**config.mk**
```make
export PLATFORM = sky130hd
export DESIGN_NAME = t05_cb_walker
export DESIGN_NICKNAME = d
export VERILOG_FILES = /design/src/rtl/t05_cb_walker.sv
export SDC_FILE = /design/constraint.sdc
export NUM_CORES = 1
export LEC_CHECK = 0
export CAP_MARGIN = 10
export CORE_MARGIN = 5
export CORE_UTILIZATION = 56
export CTS_CLUSTER_SIZE = 10
export DETAILED_ROUTE_END_ITERATION = 10
export GPL_ROUTABILITY_DRIVEN = 0
export PLACE_DENSITY = 0.85
export SLEW_MARGIN = 20
export SYNTH_ARGS = -nofsm -noshare
export SYNTH_HDL_FRONTEND = slang
export SYNTH_SLANG_ARGS = --single-unit
```
**constraint.sdc**
```tcl
create_clock -name clk -period 16.5 [get_ports clk]
set_input_delay 3.3 -clock clk [delete_from_list [all_inputs] [get_ports clk]]
set_output_delay 3.3 -clock clk [all_outputs]
set_load 0.1 [all_outputs]
```
**src/rtl/t05_cb_walker.sv**
```systemverilog
// t05_cb_walker -- Huffman codebook generator.
// Walks the Huffman tree held in node SRAM depth-first (left edge first) and
// emits one {symbol, code, length} record per leaf over a valid/ready handshake.
//
// Ports:
//   clk, rst (async, active-high), en (low = all registers hold)
//   start, root_index            : begin a walk from root_index
//   rd_req, rd_addr              : one-cycle node read request
//   rd_valid, rd_left, rd_right  : node read response (child fields)
//   code_valid/ready, code_sym, code_bits, code_len : record stream
//   sym_count                    : records accepted in the current walk
//   busy, done, error            : walk status
//
// Build option: CB_NODE_STACK_EN keeps a per-depth node stack so backing up
// to a parent costs one read; without it the parent is found again by
// re-walking from the root along the stored path bits.
module t05_cb_walker #(
  parameter  int IDX_W     = 7,
  parameter  int SYM_W     = 8,
  parameter  int MAX_DEPTH = 128,
  localparam int CHILD_W   = SYM_W + 1,
  localparam int LEN_W     = $clog2(MAX_DEPTH + 1)
) (
  input  logic                 clk,
  input  logic                 rst,
  input  logic                 en,
  input  logic                 start,
  input  logic [IDX_W-1:0]     root_index,
  output logic                 rd_req,
  output logic [IDX_W-1:0]     rd_addr,
  input  logic                 rd_valid,
  input  logic [CHILD_W-1:0]   rd_left,
  input  logic [CHILD_W-1:0]   rd_right,
  output logic                 code_valid,
  input  logic                 code_ready,
  output logic [SYM_W-1:0]     code_sym,
  output logic [MAX_DEPTH-1:0] code_bits,
  output logic [LEN_W-1:0]     code_len,
  output logic [SYM_W:0]       sym_count,
  output logic                 busy,
  output logic                 done,
  output logic                 error
);

  localparam int                 SP_W    = (MAX_DEPTH > 1) ? $clog2(MAX_DEPTH) : 1;
  localparam logic [CHILD_W-1:0] NULL_C  = {2'b11, {(SYM_W-1){1'b0}}};
  localparam logic [LEN_W-1:0]   LEN_MAX = LEN_W'(MAX_DEPTH);
  localparam logic [LEN_W-1:0]   LEN_ONE = LEN_W'(1);
  localparam logic [SYM_W:0]     CNT_ONE = (SYM_W+1)'(1);

  typedef enum logic [3:0] {
    S_IDLE, S_FETCH, S_WAIT, S_LEFT, S_RIGHT, S_EMIT, S_BACK, S_REWALK, S_DONE, S_ERROR
  } state_t;

  state_t               state, ret_st, emit_ret;
  logic [MAX_DEPTH-1:0] path;      // edges to current node, LSB = most recent
  logic [LEN_W-1:0]     len;       // depth of current node
  logic [CHILD_W-1:0]   left_c, right_c;

  logic                 is_right, c_null, c_leaf, at_max;
  logic [CHILD_W-1:0]   cur;
  logic [LEN_W-1:0]     len_inc, len_dec;
  logic [MAX_DEPTH-1:0] path_push;

  // LEFT and RIGHT share one decision path; only the child and edge bit differ.
  assign is_right  = (state == S_RIGHT);
  assign cur       = is_right ? right_c : left_c;
  assign c_null    = (cur == NULL_C);
  assign c_leaf    = ~cur[SYM_W];
  assign at_max    = (len == LEN_MAX);
  assign len_inc   = len + LEN_ONE;
  assign len_dec   = len - LEN_ONE;
  assign path_push = {path[MAX_DEPTH-2:0], is_right};

`ifdef CB_NODE_STACK_EN
  // stack[d] = node at depth d. rd_addr always names the node whose children
  // are captured, so it is the node being descended from.
  logic [IDX_W-1:0] stack [MAX_DEPTH];
  logic [IDX_W-1:0] parent;
  logic             descend;

  assign descend = en & (state == S_LEFT | state == S_RIGHT) & ~c_null & ~c_leaf & ~at_max;
  assign parent  = stack[SP_W'(len_dec)];

  always_ff @(posedge clk)
    if (descend) stack[SP_W'(len)] <= rd_addr;
`else
  // Re-walk: k counts edges already followed from the root; the edge leaving
  // depth k sits at path bit len-1-k.
  logic [IDX_W-1:0] root, rw_child;
  logic [LEN_W-1:0] k;
  logic [SP_W-1:0]  rw_pos;

  assign rw_pos   = SP_W'(len - k - LEN_ONE);
  assign rw_child = path[rw_pos] ? right_c[IDX_W-1:0] : left_c[IDX_W-1:0];
`endif

  always_ff @(posedge clk or posedge rst) begin
    if (rst) begin
      state      <= S_IDLE;
      ret_st     <= S_LEFT;
      emit_ret   <= S_RIGHT;
      path       <= '0;
      len        <= '0;
      left_c     <= '0;
      right_c    <= '0;
      rd_req     <= 1'b0;
      rd_addr    <= '0;
      code_valid <= 1'b0;
      code_sym   <= '0;
      code_bits  <= '0;
      code_len   <= '0;
      sym_count  <= '0;
      busy       <= 1'b0;
      done       <= 1'b0;
      error      <= 1'b0;
`ifndef CB_NODE_STACK_EN
      root       <= '0;
      k          <= '0;
`endif
    end else if (en) begin
      case (state)
        S_IDLE, S_DONE, S_ERROR: if (start) begin
          path      <= '0;
          len       <= '0;
          sym_count <= '0;
          done      <= 1'b0;
          error     <= 1'b0;
          busy      <= 1'b1;
          rd_req    <= 1'b1;
          rd_addr   <= root_index;
          ret_st    <= S_LEFT;
          state     <= S_FETCH;
`ifndef CB_NODE_STACK_EN
          root      <= root_index;
`endif
        end
        S_FETCH: begin
          rd_req <= 1'b0;
          state  <= S_WAIT;
        end
        S_WAIT: if (rd_valid) begin
          left_c  <= rd_left;
          right_c <= rd_right;
          state   <= ret_st;
        end
        S_LEFT, S_RIGHT: begin
          if (c_null) begin
            // NULL on the left is only legal at the root (empty tree).
            if (is_right) state <= S_BACK;
            else if (len == '0) begin
              state <= S_DONE; busy <= 1'b0; done <= 1'b1;
            end else begin
              state <= S_ERROR; busy <= 1'b0; error <= 1'b1;
            end
          end else if (at_max) begin
            state <= S_ERROR; busy <= 1'b0; error <= 1'b1;
          end else if (c_leaf) begin
            // Leaf: record uses path+edge but the walk stays on this node.
            code_valid <= 1'b1;
            code_sym   <= cur[SYM_W-1:0];
            code_bits  <= path_push;
            code_len   <= len_inc;
            emit_ret   <= is_right ? S_BACK : S_RIGHT;
            state      <= S_EMIT;
          end else begin
            path    <= path_push;
            len     <= len_inc;
            rd_req  <= 1'b1;
            rd_addr <= cur[IDX_W-1:0];
            ret_st  <= S_LEFT;
            state   <= S_FETCH;
          end
        end
        S_EMIT: if (code_ready) begin
          code_valid <= 1'b0;
          sym_count  <= sym_count + CNT_ONE;
          state      <= emit_ret;
        end
        S_BACK: begin
          if (len == '0) begin
            state <= S_DONE; busy <= 1'b0; done <= 1'b1;
          end else begin
            path <= path >> 1;
            len  <= len_dec;
            // Came up a left edge: parent's right side is still pending.
            if (!path[0]) begin
              rd_req  <= 1'b1;
              state   <= S_FETCH;
`ifdef CB_NODE_STACK_EN
              rd_addr <= parent;
              ret_st  <= S_RIGHT;
`else
              rd_addr <= root;
              k       <= '0;
              ret_st  <= S_REWALK;
`endif
            end
          end
        end
`ifndef CB_NODE_STACK_EN
        S_REWALK: begin
          if (k == len) state <= S_RIGHT;
          else begin
            rd_req  <= 1'b1;
            rd_addr <= rw_child;
            k       <= k + LEN_ONE;
            ret_st  <= S_REWALK;
            state   <= S_FETCH;
          end
        end
`endif
        default: state <= S_IDLE;
      endcase
    end
  end

endmodule

```
# Word-level counts from Yosys, hierarchy flattened

Index checks and enable logic that the tools add are counted.

Register bits after elaboration: 346
Input bits: 31
Logic and storage cells: 162

Add/subtract/negate cells: 6
Magnitude comparators: 1
Equality and inequality tests: 29
Muxes and demuxes: 80
Bitwise logic cells: 3
Reduce and logical (&&, ||, !) cells: 24

Operator list:

| operator              | number |
|---|---|
| $mux W128             | 5 |
| $pmux W128 S3         | 1 |
| $mux W8               | 8 |
| $mux W4               | 15 |
| $mux W7               | 8 |
| $pmux W4 S7           | 1 |
| $pmux W7 S4           | 1 |
| $mux W9               | 3 |
| $ne A2 B2 Y1 const B  | 13 |
| $mux W1               | 25 |
| $pmux W8 S3           | 1 |
| $reduce_and A5 Y1     | 4 |
| $pmux W9 S2           | 1 |
| $reduce_and A6 Y1     | 3 |
| $reduce_and A9 Y1     | 2 |
| $add A8 B1 Y8 const B | 2 |
| $eq A4 B3 Y1 const B  | 4 |
| $pmux W4 S4           | 1 |
| $pmux W8 S2           | 1 |
| $ne A3 B3 Y1 const B  | 4 |
| $add A9 B1 Y9 const B | 1 |
| $eq A9 B9 Y1 const B  | 1 |
| $eq A4 B2 Y1 const B  | 2 |
| $eq A4 B4 Y1 const B  | 2 |
| 25 further kinds      | 34 |

# Longest topological paths before layout

Gate-level depths: netlist of run 1.

Depth in word-level cells: 7
Gate-level depth with buffers: 14
Gate-level depth less buffers: 11

# Worst setup path before layout of run 1

OpenSTA, ideal clock, no wires.

Path type: input port to flip-flop
Start point: in start
End point: reg len[5]
Library setup time: 121 ps
Arrival time: 4770 ps
Data required time: 16379 ps
Path slack: 11609 ps
Stages: 10
Cell sequence: nand2_1 > o22a_1 > o22ai_1 > nand2_1 > nor3b_2 > o21a_1 > buf_2 > buf_2 > o221ai_1 > a22o_1

Cells in the longest elaborated chain, start to end: 2

RTL lines:

| what                               | RTL line | text |
|---|---|---|
| from (decl)                        | 27       | `input logic start,` |
| $ne A2 B2 Y1 (no source line)      | --       |  |
| $reduce_and A7 Y1 (no source line) | --       |  |
| to (signal assigned)               | 168      | `len <= len_inc;` |
| to (signal assigned)               | 185      | `len <= len_dec;` |
| to (decl)                          | 57       | `logic [LEN_W-1:0] len;` |

Every way passes these cells.
A chain may end at the register's enable or synchronous reset.

# Worst setup path after layout of run 1

Start point: in en
End point: reg root[3]

Cells in the longest elaborated chain, start to end: 1

RTL lines:

| what                               | RTL line | text |
|---|---|---|
| from (decl)                        | 26       | `input logic en,` |
| $reduce_and A3 Y1 (no source line) | --       |  |
| to (signal assigned)               | 135      | `root <= root_index;` |
| to (decl)                          | 90       | `logic [IDX_W-1:0] root, rw_child;` |

Every way passes these cells.

==> out/metrics.cfg, run 1 <==
[place]
dp.cells=2044
post-dp-hpwl_mm=28.2
placement.io_buffers=195

[clock_tree]
cts_tree=built
ctsHoldBuffers=0
cts_buffer_depth=3
cts-htree-levels=2
cts-root-buf=clkbuf_16
post_cts_resize_count=0
clkSinkCount=339
cts_made_buffers=40
post_cts_buffers=0
path_clk_slew_ns=0.06
clk_latency_ns=0.54

[run_status]
status=finished clean

[floorplan]
io_pins=196
core_area_um2=28900
die_w_um=182
die_h_um=182
rows=62
initial_core_util=0.571
die-area_um2=33000

[setup_path]
critPathArrivalTime_ns=6.54
crit_path_start_kind=input port
reg2reg_slack_ns=12.04
regToRegStartpoint=state[1]$_DFFE_PP0P_
critPathKind=input port to flip-flop
cp-end-kind=flip-flop
rr_worst_depth=8
crit_fanout=23
r2r_end=path[121]$_DFFE_PP0P_
crit_required_ns=16.93

[route]
drt_pass1_iterations=6
via_per_inst=6.55
first_iter_violations=1974
ant_nets=0
vias=13707
wl_per_cell_um=21.5
detail_route.drc_violations=0
totalWireLength_mm=44.9

[yosys]
ys_types=83
synth_largest_area_cell=dfrtp_1
synth_top_family_by_area=simple AND/OR/NAND/NOR gates
syn-num-nets=1613
yosys.area_share.adder=0.00878
yosys_warnings=0
syn-instance-count=1571
synth_top_area_share=0.513
synth_compound_area_frac=0.145
synth_common_cells=dfrtp_1, nor2_1, mux2_2
synth_ff_type=dfrtp_1
synth-simple-area-share=0.152
yosysMostFrequentCell=dfrtp_1
synth_seq_cells=339
async_flop_share=1.00
syn-cell-area_um2=16500
synthXorXnorAreaFrac=0.0115
synth-edff-count=0
ys_seq_area_frac=0.513
synthTopCellsByArea=dfrtp_1, mux2_2, a221oi_1, nor2_1, nand2_1
avgSynthCellArea_um2=10.5
synth.area.mux_share=0.131

[sta]
setup_viol=0
rsz0062_at_grt=false
report.final.slew_viol_count=0
finalClockSkew_ns=0.0214
finalCritPeriodShare=0.370
worstMarginPinSlew_ns=1.18
fin_crit_ns=6.11
tns_ns=0
hold_violations=0
relSlewSlack=0.215
fmax_mhz=164

[layout]
antenna_cells=0
fin_nets=1746
drive_gt1_frac=0.155
syn_to_final_growth_pct=19.4
final_cells=2092

[run]
max_cap_viol_count=0

[global_route]
grt_max_degree=155
grt_pass1_vias=13587
grtUsageTotal=0.265
grt-ovfl-total=0
grt_pass1_wl_mm=72.8
grt_antenna_before_repair=0

[min_path]
min_from=code_len[2]$_DFFE_PP0P_
holdPathEnd=code_len[2]$_DFFE_PP0P_
whs_path_depth=2
hp-class=flip-flop to flip-flop

## final cells by class
| class | count | area, um2 |
|---|---|---|
| sequential | 339 | 8480 |
| clock inverter | 5 | 58.8 |
| clock buffer | 41 | 1010 |
| timing repair buffer | 210 | 2110 |
| multi-input combinational | 1090 | 7490 |
| tap | 384 | 480 |
| fill | 2073 | 9210 |
| inverter | 23 | 93.8 |
## kinds of logic after synthesis
logic type / after synthesis
AOI/OAI and AO/OA: 304
xor gates and xnor gates: 20
adders and majority gates: 11
buffers and inverters: 142
DFF: 339
muxes: 187
and+or+nand+nor: 568
## critical path, stage by stage
cell and delay (ns):
clkdlybuf4s50_1 0.69, inv_1 0.17, a221oi_1 0.36, o2111a_1 0.54, a21boi_2 0.85, nand2_1 0.39, nand2_1 0.17, nand2_1 0.07
## cell usage in the layout, fill, tap and decap left out, types with 3 or more instances in the layout
| cell | count |
|---|---|
| nor2b_1 | 4 |
| o22ai_1 | 4 |
| nand4_1 | 15 |
| ha_1 | 10 |
| nand3_1 | 36 |
| clkbuf_16 | 40 |
| nor4_1 | 5 |
| mux2_2 | 158 |
| xor2_1 | 8 |
| a211oi_1 | 7 |
| and2_1 | 3 |
| mux2i_1 | 19 |
| o211ai_2 | 7 |
| nor2_1 | 290 |
| dfrtp_1 | 339 |
| nor3_1 | 20 |
| o211ai_1 | 10 |
| mux4_2 | 6 |
| o221ai_1 | 3 |
| nor2_2 | 3 |
| nand3b_1 | 7 |
| a31oi_1 | 9 |
| o21ai_0 | 43 |
| a32oi_1 | 7 |
| o2111ai_1 | 7 |
| a22oi_1 | 5 |
| and4_1 | 3 |
| xnor2_1 | 10 |
| buf_4 | 12 |
| nand2_1 | 138 |
| nor3b_1 | 14 |
| inv_1 | 21 |
| o21a_1 | 7 |
| clkdlybuf4s50_1 | 195 |
| a221oi_1 | 135 |
| a21oi_1 | 20 |
| and3_1 | 11 |
| a21o_1 | 7 |
## state kept, by name, summed over array words and instances, names as in the netlist, 4 cells and up
register and count:
code_bits 128, code_len 8, code_sym 8, k 8, left_c 9, len 8
path 128, rd_addr 7, right_c 9, root 7, state 4, sym_count 9
## metal layers
metal | global-route usage | part of all wire | up-vias
met5 | 0 | 0 | -
met1 | 0.370 | 0.40 | 6772
li1 | - | - | 5942
met4 | 0.110 | 0.044 | 0
met2 | 0.413 | 0.48 | 832
met3 | 0.0456 | 0.083 | 161
## per-stage QoR
step / util / worst slack, ns / instance area (um2) / hold slack, ns
floorplan: - / 3.81 / 16500 / 0.446
global placement: 0.642 / 10.01 / 18600 / 0.460
detailed placement: 0.642 / 9.95 / 18600 / 0.466
CTS: 0.679 / 10.50 / 19700 / 0.482
global route: 0.682 / 10.19 / 19700 / 0.505
finish: 0.682 / 10.39 / 19700 / 0.481
## how the worst max path moves through the flow
| stage | cells after the start | start | slack, ns | endpoint |
|---|---|---|---|---|
| 6_report | 8 | en | 10.39 | root[3]$_DFFE_PP0P_ |
| 5_1_grt | 10 | start | 10.19 | path[121]$_DFFE_PP0P_ |
| 4_1_cts | 4 | rst | 10.50 | left_c[1]$_DFFE_PP0P_ |
| 3_5_place_dp | 4 | rst | 9.95 | left_c[6]$_DFFE_PP0P_ |
| 3_3_place_gp | 4 | rst | 10.01 | code_sym[7]$_DFFE_PP0P_ |
| 2_1_floorplan | 1 | rst | 3.81 | busy$_DFFE_PP0P_ |
Power of run 1 is not shown: default switching activity piles up to over one toggle a cycle in this logic, so the estimate is an artifact.
==> run 2, diff against run 1 <==
Settings changed: CORE_UTILIZATION 56 to 51, PLACE_DENSITY 0.85 to 0.82.
Clock period 16.5 ns to 5.5 ns, I/O delays scaled along.
==> run 2 against run 1 <==
Final cell count grew 3.1%. Critical path depth rose by 1. Clock skew rose by 0.0057 ns.
==> out/metrics.cfg, run 2 (synthesized netlist as in run 1, its figures left out) <==
[run_status]
status=finished clean

[sta]
setup_viol=0  ; unchanged
hold_violations=0  ; unchanged
fmax_mhz=234
finalCritPeriodShare=0.776
fin_crit_ns=4.27
relSlewSlack=0.249  ; +0.0341
report.final.slew_viol_count=0  ; unchanged
rsz0062_at_grt=false
tns_ns=0  ; unchanged
finalClockSkew_ns=0.0271  ; +0.00575 ns
fin_ws_ns=1.23  ; -9.16 ns
worstMarginPinSlew_ns=1.13  ; -0.0488 ns

[min_path]
min_from=root[0]$_DFFE_PP0P_
whs_path_depth=2  ; unchanged
hp-class=flip-flop to flip-flop

[route]
first_iter_violations=1544  ; -22%
vias=13552  ; -1.1%
via_per_inst=6.29  ; -4.1%
ant_nets=0  ; unchanged
wl_per_cell_um=20.8  ; -3.2%
drt_pass1_iterations=6  ; unchanged
detail_route.drc_violations=0  ; unchanged
totalWireLength_mm=44.8  ; -0.22%

[global_route]
grt-ovfl-total=0  ; unchanged
grt_pass1_wl_mm=72.0  ; -1.1%
grtUsageTotal=0.241  ; -0.0241
grt_antenna_before_repair=0  ; unchanged
grt_max_degree=188  ; +21%
grt_pass1_vias=13193  ; -2.9%

[clock_tree]
clkSinkCount=339  ; unchanged
post_cts_resize_count=0  ; unchanged
cts-root-buf=clkbuf_16
cts_made_buffers=40  ; unchanged
cts_buffer_depth=3  ; unchanged
path_clk_slew_ns=0.06  ; about the same
clk_latency_ns=0.54  ; about the same
ctsHoldBuffers=0  ; unchanged
cts_tree=built
cts-htree-levels=2  ; unchanged
post_cts_buffers=0  ; unchanged

[setup_path]
critPathKind=flip-flop to flip-flop
crit_family=simple AND/OR/NAND/NOR gates
r2r_end=rd_addr[4]$_DFFE_PP0P_
rr_worst_depth=9  ; +1
cp-endpoint=rd_addr[4]$_DFFE_PP0P_
cpPeakStageDelay_ns=1.11  ; +0.26 ns
reg2reg_slack_ns=1.23  ; -10.81 ns
regToRegStartpoint=len[0]$_DFFE_PP0P_
crit_chain=ha_1 > fa_1 > nor2b_1 > nand3_1 > nand4_1 > a31oi_1 > nor2_1 > o21a_4 > o211ai_2
cp-startpoint=len[0]$_DFFE_PP0P_
crit_fanout=19  ; -17%
crit_required_ns=5.88  ; -11.05 ns
cp_num_cells=9  ; +1
crit_path_start_kind=flip-flop
crit_slowest_cell=fa_1
cp_num_buf_inv=0  ; -2
cp-end-kind=flip-flop
critPathArrivalTime_ns=4.65  ; -1.89 ns

[floorplan]
die-area_um2=36100  ; +9.3%
die_w_um=190  ; +4.5%
core_area_um2=32300  ; +12%
io_pins=196  ; unchanged
initial_core_util=0.512  ; -0.0593
die_h_um=190  ; +4.5%
rows=66  ; +6.5%

[place]
place_worst_setup_slack_ns=1.37  ; -8.58 ns
dp.cells=2107  ; +3.1%
placement.io_buffers=195  ; unchanged
postPlaceCellArea_um2=18700  ; +0.71%
post-dp-hpwl_mm=28.8  ; +2.1%

[layout]
final_area_um2=19800  ; +0.50%
drive_gt1_frac=0.155  ; about the same
layout_common_cells=dfrtp_1, nor2_1, clkdlybuf4s50_1
antenna_cells=0  ; unchanged
layout_commonest_cell=dfrtp_1
syn_to_final_growth_pct=20.0
final_cells=2156  ; +3.1%
largestRegisters=code_bits x128, path x128
fin_nets=1749  ; +0.17%

[run]
max_cap_viol_count=0  ; unchanged

[run 2: cell types whose count changed in the layout (fill, tap and decap cells not counted), sizes merged]
cell,change
buf,+3
inv,-3
clkbuf,+5
clkinvlp,+1
[run 2: worst min-delay path, cell delays in order, from the launching register on]
cell and delay [ns]:
dfrtp_1 0.34, nand2_1 0.05, nand2_1 0.06
[run 2: per-layer routing]
layer,GRT usage,part of all wire
met5,0,0
met4,0.0910,0.037
met3,0.0415,0.072
met2,0.382,0.48
met1,0.334,0.41
[run 2: worst min path at each step]
stage	end	slack [ns]
2_1_floorplan	root[0]$_DFFE_PP0P_	0.45
3_3_place_gp	code_len[2]$_DFFE_PP0P_	0.46
3_5_place_dp	root[0]$_DFFE_PP0P_	0.47
4_1_cts	root[0]$_DFFE_PP0P_	0.48
5_1_grt	root[0]$_DFFE_PP0P_	0.49
6_report	root[0]$_DFFE_PP0P_	0.48
[run 2: through the flow]
stage	hold WS, ns	utilization
detailed placement	0.471	0.580
finish	0.479	0.614
global route	0.487	0.614
CTS	0.482	0.614
global placement	0.465	0.580
floorplan	0.446	-
[run 2: final cells by class]
type,instances,area (um2)
tap,442,553
sequential,339,8480
clock buffer,46,1040
timing repair buffer,213,2110
clock inverter,3,55.1
fill,2481,12500
inverter,23,90.1
multi-input combinational,1090,7490
Power of run 2 is left out for the same reason.
==> run 3, diff against run 2 <==
Settings changed: CORE_UTILIZATION 51 to 56, PLACE_DENSITY 0.82 to 0.85.
Clock period 5.5 ns to 4.2 ns, I/O delays scaled along.
==> run 3 against run 2 <==
Register-to-register slack got worse by 0.82 ns. Routed wire length rose by 1.4%. Critical path depth fell by 1. Utilization rose by 7.6 points. Sequential cell count did not move. Hold slack improved by 0.0046 ns. Clock-buffer cell count rose by 2. Maximum frequency rose by 13%. Global-route usage rose by 2.9 points. Clock skew fell by 0.012 ns.
==> out/metrics.cfg, run 3 (synthesized netlist as in run 1, its figures left out) <==
[setup_path]
regToRegStartpoint=len[0]$_DFFE_PP0P_
cpPeakStageDelay_ns=0.84  ; -0.27 ns
crit_required_ns=4.59  ; -1.29 ns
crit_family=adder cells
crit_slowest_cell=fa_1
crit_chain=ha_1 > fa_1 > mux4_1 > mux4_2 > nand2b_1 > o221ai_2 > o21a_4 > o211ai_2
cp_num_buf_inv=0  ; unchanged
crit_path_start_kind=flip-flop
critPathKind=flip-flop to flip-flop
crit_fanout=8  ; -11
critPathArrivalTime_ns=4.18  ; -0.47 ns
cp-end-kind=flip-flop
cp-startpoint=len[0]$_DFFE_PP0P_

[run_status]
status=finished clean

[min_path]
min_from=root[1]$_DFFE_PP0P_
hp-class=flip-flop to flip-flop

[global_route]
grt_max_degree=88  ; -53%
grtUsageTotal=0.269  ; +0.0288
grt-ovfl-total=0  ; unchanged
met1_usage=0.375  ; +0.0406
use_met3=0.0552  ; +0.0138
grt_pass1_wl_mm=74.4  ; +3.2%
grtUsageMet2=0.419  ; +0.0370
grt_antenna_before_repair=0  ; unchanged
grt_pass1_vias=13684  ; +3.7%
grt_busiest_layer=met2

[sta]
setup_viol=0  ; unchanged
hold_violations=0  ; unchanged
report.final.slew_viol_count=0  ; unchanged
fin_crit_ns=3.79  ; -0.480 ns
finalCritPeriodShare=0.902  ; +0.126
finalClockSkew_ns=0.0153  ; -0.0118 ns
relSlewSlack=0.289  ; +0.0399
fin_hold_ws_ns=0.483  ; +0.00455 ns
worstMarginPinSlew_ns=1.06  ; -0.0631 ns
fmax_mhz=264  ; +13%
rsz0062_at_grt=false

[floorplan]
initial_core_util=0.571  ; +0.0593
die_w_um=182  ; -4.3%
core_area_um2=28900  ; -10%
die_h_um=182  ; -4.3%
rows=62  ; -6.1%
die-area_um2=33000  ; -8.5%
io_pins=196  ; unchanged

[route]
first_iter_violations=1870  ; +21%
ant_nets=0  ; unchanged
wl_per_cell_um=21.5  ; +3.3%
totalWireLength_mm=45.5  ; +1.4%
detail_route.drc_violations=0  ; unchanged
drt_pass1_iterations=6  ; unchanged
vias=13754  ; +1.5%
via_per_inst=6.50  ; +3.5%

[clock_tree]
cts_buffer_depth=3  ; unchanged
ctsHoldBuffers=0  ; unchanged
path_clk_slew_ns=0.06  ; about the same
post_cts_buffers=0  ; unchanged
cts_made_buffers=40  ; unchanged
cts-root-buf=clkbuf_16
clk_latency_ns=0.54  ; about the same
cts-htree-levels=2  ; unchanged
cts_tree=built
clkSinkCount=339  ; unchanged
post_cts_resize_count=0  ; unchanged

[layout]
antenna_cells=0  ; unchanged
layout_commonest_cell=dfrtp_1
largestRegisters=code_bits x128, path x128
fin_nets=1764  ; +0.86%
fillers=2005  ; -19%
drive_gt1_frac=0.162  ; +0.00715
multi_input_area_um2=7480  ; about the same
layout_common_cells=dfrtp_1, nor2_1, clkdlybuf4s50_1
seqCellArea_um2=8480  ; unchanged
syn_to_final_growth_pct=20.8

[place]
placement.io_buffers=195  ; unchanged
post-dp-hpwl_mm=30.1  ; +4.5%

[run]
max_cap_viol_count=0  ; unchanged

==> run 3: cell types whose count changed in the layout (fill, tap and decap cells not counted) <==
cell / before / now
nor2_1: 290 / 291
clkbuf_16: 41 / 40
buf_12: 2 / 9
clkinv_16: 1 / 0
clkinv_4: 1 / 0
inv_6: 0 / 1
nor2_2: 3 / 2
buf_4: 16 / 24
clkbuf_8: 0 / 3
nor2b_1: 4 / 5
inv_16: 0 / 1
nor2b_2: 1 / 0
==> run 3: final cells by class <==
type / instances / share of cell area
Sequential cell: 339 / 0.425
Timing Repair Buffer: 228 / 0.116
Tap cell: 384 / 0.0241
Inverter: 23 / 0.00451
Clock buffer: 48 / 0.0532
Multi-Input combinational cell: 1090 / 0.375
Clock inverter: 3 / 0.00226
==> run 3: per-stage QoR <==
step | setup slack (ns) | setup TNS, ns | utilization | std cells | instance area, um2
finish | 0.410 | 0 | 0.690 | 2115 | 20000
global route | 0.221 | 0 | 0.690 | 2115 | 20000
CTS | 0.458 | 0 | 0.690 | 2115 | 20000
detailed placement | 0.486 | 0 | 0.651 | 2064 | 18800
global placement | 0.617 | 0 | 0.651 | 2064 | 18800
floorplan | -1.17 | -397.50 | - | 1571 | 16500
==> run 3: worst paths after layout <==
kind,end,slack [ns],cells past startpoint
setup reg to reg,rd_addr[1]$_DFFE_PP0P_,0.41,8
hold reg to reg,root[1]$_DFFE_PP0P_,0.48,2
min in group asynchronous,path[15]$_DFFE_PP0P_,0.89,2
max in group asynchronous,code_bits[112]$_DFFE_PP0P_,2.42,3
hold / removal,root[1]$_DFFE_PP0P_,0.48,2
setup / recovery,rd_addr[1]$_DFFE_PP0P_,0.41,8
==> run 3: worst register-to-register path: cells and delay by family, from the launching register on <==
kind	cells	cell delay (ns)
compound gates	3	0.80
fa+ha+maj	2	1.11
flops	1	0.45
mux	2	1.12
simple gates	1	0.17
==> run 3: per-layer routing <==
| layer | up-vias | part of all wire |
|---|---|---|
| met2 | 823 | 0.47 |
| met1 | 6767 | 0.40 |
| li1 | 6010 | - |
| met5 | - | 0 |
| met4 | 0 | 0.037 |
| met3 | 154 | 0.090 |
Power of run 3 is left out for the same reason.
